===== config.mk =====
export PLATFORM = sky130hd
export DESIGN_NAME = serial_sub
export DESIGN_NICKNAME = d
export VERILOG_FILES = /design/src/rtl/serial_sub.sv
export SDC_FILE = /design/constraint.sdc
export NUM_CORES = 1
export LEC_CHECK = 0
export CAP_MARGIN = 25
export CORE_MARGIN = 3
export CORE_UTILIZATION = 55
export DETAILED_ROUTE_END_ITERATION = 10
export GPL_TIMING_DRIVEN = 0
export PLACE_DENSITY = 0.83
export RECOVER_POWER = 50
export SETUP_SLACK_MARGIN = 0.5
export SLEW_MARGIN = 20
export SYNTH_ARGS = -nofsm -noshare
export SYNTH_HDL_FRONTEND = slang
export SYNTH_SLANG_ARGS = --single-unit

===== constraint.sdc =====
create_clock -name clk -period 4.9 [get_ports clk]
set_input_delay 0.98 -clock clk [delete_from_list [all_inputs] [get_ports clk]]
set_output_delay 0.98 -clock clk [all_outputs]
set_load 0.02 [all_outputs]

===== src/rtl/serial_sub.sv =====
// Bit-serial subtractor: LSB-first ripple-borrow over WIDTH clock cycles.
// Optional SERIAL_SUB_OVF_EN adds a registered signed-overflow flag (ovf_out).
module serial_sub #(
  parameter int WIDTH = 8
) (
  input  logic             clk,
  input  logic             rst_n,
  input  logic             start_in,
  input  logic [WIDTH-1:0] a_in,
  input  logic [WIDTH-1:0] b_in,
  output logic [WIDTH-1:0] diff_out,
  output logic             borrow_out,
  output logic             busy_out,
  output logic             done_out
`ifdef SERIAL_SUB_OVF_EN
  ,
  output logic             ovf_out
`endif
);

  localparam int CW = (WIDTH > 1) ? $clog2(WIDTH) : 1;

  typedef enum logic [1:0] {
    IDLE  = 2'd0,
    SHIFT = 2'd1,
    DONE  = 2'd2
  } state_t;

  state_t           state;
  logic [WIDTH-1:0] a_sh;
  logic [WIDTH-1:0] b_sh;
  logic [WIDTH-1:0] res_sh;
  logic             br;
  logic [CW-1:0]    cnt;

  logic             d;
  logic             br_next;
  logic             last_bit;

  // One full-subtractor cell applied to the current LSBs of the operand registers.
  always_comb begin
    d        = a_sh[0] ^ b_sh[0] ^ br;
    br_next  = (~a_sh[0] & b_sh[0]) | (~(a_sh[0] ^ b_sh[0]) & br);
    last_bit = (cnt == CW'(WIDTH - 1));
  end

  always_ff @(posedge clk or negedge rst_n) begin
    if (!rst_n) begin
      state      <= IDLE;
      a_sh       <= '0;
      b_sh       <= '0;
      res_sh     <= '0;
      br         <= 1'b0;
      cnt        <= '0;
      diff_out   <= '0;
      borrow_out <= 1'b0;
      busy_out   <= 1'b0;
      done_out   <= 1'b0;
`ifdef SERIAL_SUB_OVF_EN
      ovf_out    <= 1'b0;
`endif
    end else begin
      case (state)
        IDLE: begin
          done_out <= 1'b0;
          if (start_in) begin
            a_sh     <= a_in;
            b_sh     <= b_in;
            br       <= 1'b0;
            cnt      <= '0;
            busy_out <= 1'b1;
            state    <= SHIFT;
          end
        end
        SHIFT: begin
          res_sh <= {d, res_sh[WIDTH-1:1]};
          a_sh   <= a_sh >> 1;
          b_sh   <= b_sh >> 1;
          br     <= br_next;
          cnt    <= cnt + CW'(1);
          if (last_bit) begin
            diff_out   <= {d, res_sh[WIDTH-1:1]};
            borrow_out <= br_next;
`ifdef SERIAL_SUB_OVF_EN
            // On the last bit the operand LSBs are the original sign bits and d is the result sign.
            ovf_out    <= (a_sh[0] ^ b_sh[0]) & (d ^ a_sh[0]);
`endif
            busy_out   <= 1'b0;
            done_out   <= 1'b1;
            state      <= DONE;
          end
        end
        DONE: begin
          done_out <= 1'b0;
          state    <= IDLE;
        end
        default: begin
          busy_out <= 1'b0;
          done_out <= 1'b0;
          state    <= IDLE;
        end
      endcase
    end
  end

endmodule


==> qor.csv, run 1 <==
metric,value,unit
syn_area_per_cell,12.1,um^2
rows,19,
clkLatencyLatePin,340,ps
post_cts_buffers,0,
dp_hpwl,2.67,mm
cpPeakStageDelay,1030,ps
place_congestion,0.842,
status,completed,
grt_start_max_net_pins,26,
floorplan.initialDensity,60.0,%
syn_nets,165,
max_freq,426,MHz
final_nets,201,
fillers,210,
ir_drop,385,uV
crit_top_cell,clkbuf_1,
clk_pin_slew_worst_paths,110,ps
synthCells,143,
antenna_left,0,
drive_gt1_share,16.1,%
arrival,2600,ps
p_leak,0.912,nW
endpoint_kind,async pin,
crit_family,buffers and inverters,
antenna_found_initial,0,
grt_usage,21.8,%
cpMaxStageDelayCell,clkbuf_1,
max_slew_margin,12.6,%
grt_pass1_wl,6.06,mm
worstSetupPathType,in2async,
cts_root_buffer,clkbuf_4,
dieHeight,62.0,um
drc,0,
path_cells,clkbuf_1 > clkbuf_1,
clockBufferDepth,2,
crit_required,5150,ps
min_period,2350,ps
synth_top_area_share,58.0,%
dieArea,0.00385,mm^2
post_cts_resized,0,
portBuffers,28,
clock-sinks,40,
wirelength,3.59,mm
area_growth,22.5,%
die_x,62.0,um
grt_pass1_vias,1310,
drv_cap,0,
yosysSeqAreaShare,58.0,%
tightest_slew,1310,ps
finalPower,1.41,mW
hold_path_class,reg2reg,
cts_tree,built,
cp-start-kind,primary input,
ys_ff_latch,40,
numCtsBuffers,5,
wl_per_cell,16.2,um
holdWs,516,ps
num_antenna_cells,0,
hold_buffers,0,
worst-r2r-setup-slack,3150,ps
yosysWarnings,0,
fin_crit_sh,47.9,%
crit_buf_inv,2,
drtIter0Drc,93,
io_pins,30,
hold_viol_final,0,
synth_area_leaders,"dfrtp_1, o22ai_1, mux2_2",
htree_num_levels,2,
finalSetupTns,0,ps
critPathMaxFanout,25,
powerDensity,668,mW/mm^2
ys_types,23,
num_vias,1265,
slew_violations,0,
synth_area,0.00173,mm^2
coreArea,0.00288,mm^2
setup_viol,0,
yosysTopAreaCell,dfrtp_1,
drtPass1Iterations,4,
finClkSkew,8.42,ps
gr-total-overflow,0,
rsz0062_at_grt,no,
vias_per_cell,5.70,
## synth_stat cells
cell and number:
nand2_1 6, nor2_1 6, o221a_2 1, buf_4 1
o22ai_1 26, or4b_1 1, a21oi_1 13, buf_6 4
a22o_1 2, inv_1 5, buf_2 5, mux2_4 4
fa_1 1, ha_1 2, and2b_1 1, a2bb2oi_1 1
o21bai_1 1, o21ai_0 7, clkbuf_1 1, nand3b_1 1
mux2_2 11, dfrtp_1 40, nand2b_1 3
## metrics by stage
| step | util, % | instances | cell area (um^2) | worst slack [ps] |
|---|---|---|---|---|
| after global placement | 71.6 | 213 | 2060 | 1990 |
| after global routing | 73.6 | 222 | 2120 | 2180 |
| after CTS | 75.0 | 222 | 2160 | 2570 |
| after floorplan | - | 143 | 1730 | 3110 |
| final | 73.6 | 222 | 2120 | 2550 |
| after detailed placement | 72.4 | 214 | 2080 | 2800 |
## sequential cells by signal (all words and copies together), names as in the netlist
register and count:
a_sh 8, b_sh 8, diff_out 8, res_sh 7, cnt 3, state 2, borrow_out 1, br 1
busy_out 1, done_out 1
## cells by family after synthesis
logic type | synth area share (%)
compound gates | 17.8
flops | 58.0
simple gates | 5.15
buf+inv | 5.80
mux | 10.7
fa+ha+maj | 2.61
## layout by cell type (no fill, tap or decap), drive strengths merged, types with 6 or more instances in the layout
cell type      netlist  routed
mux2                15      15
o21ai                7       7
o22ai               26      26
nor2                 6       6
clkdlybuf4s50        0      27
nand2                6       6
dfrtp               40      40
buf                 10       6
a21oi               13      13
clkbuf               1      13
## path summary, 6_finish.rpt
check,cells past startpoint,endpoint,from
worst max-delay path,2,diff_out[6],rst_n
worst min-delay path,1,diff_out[0],diff_out[0]
worst max register to register,6,b_sh[5],state[0]
worst min register to register,1,diff_out[0],diff_out[0]
max in group clk,1,busy_out,busy_out
min in group asynchronous,1,res_sh[3],rst_n
## power by group
group | total [mW] | switching, mW | internal [mW] | leakage, nW
Sequential | 0.593 | 0.105 | 0.488 | 0.481
Clock | 0.209 | 0.102 | 0.107 | 0.0422
Combinational | 0.612 | 0.294 | 0.318 | 0.389
## area by class of cell
cell class	instances	area, um^2	area share [%]
well taps	42	52.6	2.48
inverters	5	18.8	0.887
repair buffers	29	278	13.1
multi-input cells	87	626	29.6
plain buffers	11	63.8	3.02
clock buffers	6	41.3	1.95
clock inverters	2	35.0	1.66
flip-flops and latches	40	1000	47.3
## routing by layer
layer / routed length, um / vias to the layer above / track usage (%)
met2: 1810 / 56 / 35.7
met5: 0 / - / 0
met3: 226 / 13 / 5.79
li1: - / 598 / -
met4: 86 / 0 / 7.88
met1: 1470 / 598 / 27.8
Note: power is estimated with default switching activity, not from simulation.
==> run 2: changes to the inputs <==
--- a/config.mk
+++ b/config.mk
@@ -7,10 +7,10 @@
 export LEC_CHECK = 0
 export CAP_MARGIN = 25
 export CORE_MARGIN = 3
-export CORE_UTILIZATION = 55
+export CORE_UTILIZATION = 46
 export DETAILED_ROUTE_END_ITERATION = 10
 export GPL_TIMING_DRIVEN = 0
-export PLACE_DENSITY = 0.83
+export PLACE_DENSITY = 0.74
 export RECOVER_POWER = 50
 export SETUP_SLACK_MARGIN = 0.5
 export SLEW_MARGIN = 20
==> constraint.sdc (replaced) <==
create_clock -name clk -period 2 [get_ports clk]
set_input_delay 0.4 -clock clk [delete_from_list [all_inputs] [get_ports clk]]
set_output_delay 0.4 -clock clk [all_outputs]
set_load 0.02 [all_outputs]
==> run 2 against run 1 <==
Against the previous run:
- utilization shrank 9.5 points
- cell area increased by 5.0%
- first-iteration DRC count is 9.7% higher
- clock power up 140%
- total power up 150%
- sequential share of layout area shrank 2.2 points
- register-to-register slack worse by 2700 ps
- worst hold slack got worse by 320 ps
- cell count increased by 3.6%
- via count grew 0.32%
- routed wire length is 2.3% lower
- critical path type is now reg2reg
- critical path depth up 3
==> qor.csv, run 2 (synthesized netlist as in run 1, its figures left out) <==
metric,value,unit
clockBufferDepth,2,
grt_pass1_vias,1294,
clkLatencyLatePin,290,ps
startpoint,state[1],
fin_crit_sh,76.9,%
endpoint_kind,flop,
ff2ff_path_depth,5,
portBuffers,28,
worstSetupPathType,reg2reg,
numCtsBuffers,5,
min_period,1540,ps
rsz0062_at_grt,yes,
floorplan.initialDensity,49.8,%
dieHeight,67.3,um
grt_usage,17.4,%
vias_per_cell,5.52,
instances_no_fill,230,
final_nets,206,
arrival,1750,ps
fin_ws,461,ps
max_freq,650,MHz
place_congestion,0.770,
finClkSkew,5.20,ps
finalSetupTns,0,ps
drc,0,
max_slew_margin,41.4,%
reg_top3,"a_sh: 8 flops, b_sh: 8 flops, diff_out: 8 flops",
dp_slack,390,ps
area_growth,28.6,%
multiInputGateArea,681,um^2
die_x,67.3,um
io_pins,30,
final_area,0.00222,mm^2
antenna_left,0,
p_leak,1.01,nW
drtPass1Iterations,4,
holdWs,200,ps
antenna_found_initial,0,
placed_area,0.00209,mm^2
fillers,311,
hold_path_class,in2async,
hold_viol_final,0,
drtIter0Drc,102,
critPathMaxFanout,10,
rows,21,
cts_tree,built,
wirelength,3.51,mm
setup_viol,0,
num_vias,1269,
drv_cap,0,
crit_required,2210,ps
clk_pin_slew_worst_paths,70,ps
dp_hpwl,2.40,mm
cp-start-kind,flop,
num_antenna_cells,0,
gr-total-overflow,0,
placedCellCount,218,
drive_gt1_share,20.7,%
wl_per_cell,15.2,um
slew_violations,0,
layout_common_cells,"dfrtp_1, o22ai_1, clkdlybuf4s50_1, a21oi_1, mux2_4",
tightest_slew,879,ps
dieArea,0.00452,mm^2
final-seq-area,0.00100,mm^2
grt_pass1_wl,5.93,mm
clock-sinks,40,
grt_start_max_net_pins,25,
rr_startpoint,state[1],
htree_num_levels,2,
ir_drop,630,uV
status,completed,
worst-r2r-setup-slack,460,ps
powerDensity,1580,mW/mm^2
coreArea,0.00347,mm^2
layout_commonest_cell,dfrtp_1,
r2r-end,b_sh[5],
cts_root_buffer,clkbuf_8,
## run 2: cell types whose count changed in the layout (fill, tap and decap cells not counted), sizes merged
cell,delta
clkdlybuf4s50,-11
bufinv,-1
clkbuf,-2
buf,+7
dlygate4sd2,+11
## run 2: report_power, final
| part | internal, mW | total, mW | switching, mW |
|---|---|---|---|
| clock | 0.237 | 0.494 | 0.258 |
| combinational | 0.830 | 1.54 | 0.714 |
| sequential | 1.20 | 1.46 | 0.263 |
## run 2: how the worst max path moves through the flow
stage / endpoint / cells after the start / slack, ps
after floorplan: diff_out[1] / 5 / 510
after global placement: a_sh[6] / 1 / -340
after detailed placement: diff_out[3] / 5 / 390
after CTS: diff_out[3] / 5 / 470
after global routing: b_sh[5] / 5 / 260
final: b_sh[5] / 5 / 460
## run 2: routing by layer
layer	GRT usage, %	vias to the layer above	share of wire [%]
met3	3.49	10	5.7
met1	23.4	604	46
met4	7.34	0	1.8
met2	27.2	48	47
li1	-	607	-
met5	0	-	0
## run 2: worst max-delay path, stage by stage (launching register included)
cell and delay [ps]:
dfrtp_1 390, clkbuf_1 210, inv_1 160, clkbuf_1 380
o22ai_1 160, a21oi_1 150
## run 2: layout make-up
cell class              instances  area share (%)
flip-flops and latches         40            45.1
repair buffers                 34            13.8
plain buffers                  11            3.55
clock inverters                 1           0.225
clock buffers                   6            3.27
inverters                       5           0.845
well taps                      46            2.59
multi-input cells              87            30.6
## run 2: through the flow
step | util [%] | power [mW]
2_1_floorplan | - | 2.46
3_3_place_gp | 59.6 | 2.87
3_5_place_dp | 60.2 | 2.96
4_1_cts | 64.0 | 3.45
5_1_grt | 64.0 | 3.77
6_report | 64.0 | 3.50
## run 2: repair_timing
action                                  CTS  global route
endpoints found under the setup margin   18             8
gates resized for setup                  19             7
pin swaps                                 1             2
hold buffers                              0             0
buffers inserted                          4             0
cloned                                    1             0
==> run 3: changes to the inputs <==
--- a/config.mk
+++ b/config.mk
@@ -7,10 +7,10 @@
 export LEC_CHECK = 0
 export CAP_MARGIN = 25
 export CORE_MARGIN = 3
-export CORE_UTILIZATION = 46
+export CORE_UTILIZATION = 51
 export DETAILED_ROUTE_END_ITERATION = 10
 export GPL_TIMING_DRIVEN = 0
-export PLACE_DENSITY = 0.74
+export PLACE_DENSITY = 0.77
 export RECOVER_POWER = 50
 export SETUP_SLACK_MARGIN = 0.5
 export SLEW_MARGIN = 20
==> constraint.sdc (replaced) <==
create_clock -name clk -period 1.51 [get_ports clk]
set_input_delay 0.302 -clock clk [delete_from_list [all_inputs] [get_ports clk]]
set_output_delay 0.302 -clock clk [all_outputs]
set_load 0.02 [all_outputs]
==> run 3 against run 2 <==
Against the previous run:
- the flow now stops in global routing (5_1_grt)
- synthesized area unchanged
- synthesized cell count unchanged
==> qor.csv, run 3 <==
metric,value,unit
clockBufferDepth,2,
place_congestion,0.769,
rows,20,
numCtsBuffers,5,
postGrtWorstEndpoint,diff_out[1]$_DFFE_PN0P_/D,
yosysSeqAreaShare,58.0,%
syn_area_per_cell,12.1,um^2
synth_most_common_cell,dfrtp_1,
failing_step,global routing (5_1_grt),
antenna_found_initial,0,
synth_area,0.00173,mm^2
die_x,64.2,um
floorplan.initialDensity,54.8,%
ys_types,23,
synth_edf_count,0,
dp_hpwl,2.57,mm
grt_start_max_net_pins,22,
synth_top_area_share,58.0,%
ys.flop_type,dfrtp_1,
yosysWarnings,0,
yosysTopAreaCell,dfrtp_1,
portBuffers,28,
synthCells,143,
io_pins,30,
dieHeight,64.2,um
syn_nets,165,
async_reset_ff_share,100,%
endpoint_type,register data pin,
ys_ff_latch,40,
clock-sinks,40,
synth_area_leaders,"dfrtp_1, o22ai_1, mux2_2",
error,[ERROR DPL-0033] detailed placement checks failed during check placement.,
status,stopped before the end,
htree_num_levels,2,
cts_root_buffer,clkbuf_4,
synth_common_cells,"dfrtp_1, o22ai_1, a21oi_1, mux2_2, o21ai_0",
==> run 3: cell counts after synthesis <==
No cell type changed its count.
==> run 3: repair_timing <==
| item | CTS |
|---|---|
| cloned | 4 |
| pin swaps | 29 |
| setup endpoints to repair | 50 |
| hold buffers | 1 |
| setup buffers | 20 |
| endpoints found under the hold margin | 19 |
| gates resized for setup | 119 |
==> run 3: per-stage QoR <==
stage          hold slack (ps)  setup TNS, ps  instance area [um^2]  std cells  setup WS, ps
4_1_cts                    378              0                  2720        249          19.5
3_5_place_dp               296              0                  2150        216          10.8
3_3_place_gp               468         -30470                  2130        215          -763
2_1_floorplan             6.41              0                  1790        143           106
==> run 3: kinds of logic after synthesis <==
family	after synthesis	synth area share, %
compound gates	51	17.8
fa+ha+maj	3	2.61
buf+inv	16	5.80
flops	40	58.0
mux	15	10.7
simple gates	18	5.15
==> run 4: changes to the inputs <==
--- a/config.mk
+++ b/config.mk
@@ -7,12 +7,11 @@
 export LEC_CHECK = 0
 export CAP_MARGIN = 25
 export CORE_MARGIN = 3
-export CORE_UTILIZATION = 51
+export CORE_UTILIZATION = 40
 export DETAILED_ROUTE_END_ITERATION = 10
 export GPL_TIMING_DRIVEN = 0
-export PLACE_DENSITY = 0.77
+export PLACE_DENSITY_LB_ADDON = 0.15
 export RECOVER_POWER = 50
-export SETUP_SLACK_MARGIN = 0.5
 export SLEW_MARGIN = 20
 export SYNTH_ARGS = -nofsm -noshare
 export SYNTH_HDL_FRONTEND = slang
==> run 4 against run 3 <==
Against the previous run:
- the flow now finishes without violations
==> qor.csv, run 4 (synthesized netlist as in run 1, its figures left out) <==
metric,value,unit
status,completed,
fillers,364,
rows,23,
num_antenna_cells,0,
io_pins,30,
layout_commonest_cell,dfrtp_1,
finalPower,4.96,mW
arrival,1670,ps
final_nets,210,
hold_viol_final,0,
cp-start-kind,flop,
worstSetupPathType,reg2reg,
setup_viol,0,
clkLatencyLatePin,290,ps
drtPass1Iterations,4,
hold_path_class,in2reg,
slew_violations,0,
finClkSkew,5.71,ps
cts_root_buffer,clkbuf_8,
reg_top3,"a_sh: 8 flops, b_sh: 8 flops, diff_out: 8 flops",
antenna_found_initial,0,
ir_drop,896,uV
dp_hpwl,2.42,mm
coreArea,0.00409,mm^2
layout_common_cells,"dfrtp_1, o22ai_1, clkdlybuf4s50_1, a21oi_1, mux2_4",
finalSetupTns,0,ps
placedCellCount,222,
clock-sinks,40,
r2r-end,diff_out[2],
multiInputGateArea,671,um^2
drc,0,
p_leak,1.06,nW
instances_no_fill,239,
area_growth,33.7,%
gr-total-overflow,0,
clk_pin_slew_worst_paths,70,ps
final-seq-area,0.00100,mm^2
htree_num_levels,2,
drive_gt1_share,23.8,%
clockBufferDepth,2,
max_freq,667,MHz
numCtsBuffers,5,
vias_per_cell,5.48,
die_x,71.7,um
grt_pass1_wl,6.40,mm
antenna_left,0,
critPathMaxFanout,5,
drv_cap,0,
holdWs,457,ps
ff2ff_path_depth,5,
crit_required,1680,ps
dieArea,0.00514,mm^2
rr_startpoint,cnt[1],
cts_tree,built,
worst-r2r-setup-slack,10,ps
min_period,1500,ps
fin_crit_sh,99.3,%
portBuffers,28,
wirelength,3.61,mm
floorplan.initialDensity,42.3,%
powerDensity,2150,mW/mm^2
dieHeight,71.7,um
hold_end,b_sh[3],
max_slew_margin,61.2,%
place_congestion,0.802,
tightest_slew,582,ps
endpoint_kind,flop,
hold_depth,3,
wl_per_cell,15.1,um
num_vias,1310,
drtIter0Drc,44,
hp-start,start_in,
grt_usage,15.6,%
grt_pass1_vias,1334,
grt_start_max_net_pins,30,
rsz0062_at_grt,yes,
## run 4: critical path, stage by stage, from the launching register on
cell and delay [ps]:
dfrtp_1 390, ha_2 200, ha_4 160, nand3b_1 170, buf_6 170, mux2_4 300
## run 4: layout make-up
| type | instances | share of cell area (%) |
|---|---|---|
| Inverter | 5 | 0.813 |
| Timing Repair Buffer | 38 | 14.8 |
| Tap cell | 50 | 2.71 |
| Buffer | 11 | 3.79 |
| Clock buffer | 7 | 4.17 |
| Sequential cell | 40 | 43.4 |
| Clock inverter | 1 | 1.30 |
| Multi-Input combinational cell | 87 | 29.1 |
## run 4: per-stage QoR
| stage | setup slack (ps) | instance area (um^2) | util, % |
|---|---|---|---|
| global placement | -843 | 2070 | 50.7 |
| CTS | 9.31 | 2290 | 56.0 |
| finish | 10.2 | 2310 | 56.5 |
| detailed placement | -109 | 2090 | 51.1 |
| global route | -60.7 | 2310 | 56.5 |
| floorplan | 22.9 | 1730 | - |
## run 4: power breakdown
part	total [mW]	switching (mW)	internal [mW]	leakage (nW)
Combinational	2.10	0.949	1.15	0.515
Clock	0.938	0.355	0.583	0.0645
Sequential	1.92	0.330	1.59	0.481
## run 4: worst max path at each step
stage | from | to | slack [ps] | cells after the start
2_1_floorplan | cnt[0] | diff_out[1] | 20 | 5
3_3_place_gp | rst_n | a_sh[5] | -840 | 1
3_5_place_dp | cnt[0] | diff_out[6] | -110 | 5
4_1_cts | cnt[1] | diff_out[6] | 9 | 5
5_1_grt | cnt[1] | diff_out[6] | -60 | 5
6_report | cnt[1] | diff_out[2] | 10 | 5
## run 4: metal layers
| layer | global-route usage [%] | wire length, um | vias up |
|---|---|---|---|
| li1 | - | - | 619 |
| met5 | 0 | 0 | - |
| met3 | 5.05 | 178 | 7 |
| met1 | 20.4 | 1630 | 647 |
| met2 | 25.5 | 1760 | 37 |
| met4 | 3.13 | 38 | 0 |
## run 4: repair_timing
action,CTS,global route
pin swaps,2,0
cloned,1,0
endpoints found under the hold margin,11,0
resized for setup,22,4
hold buffers,1,0
setup endpoints to repair,18,9
setup buffers,4,3
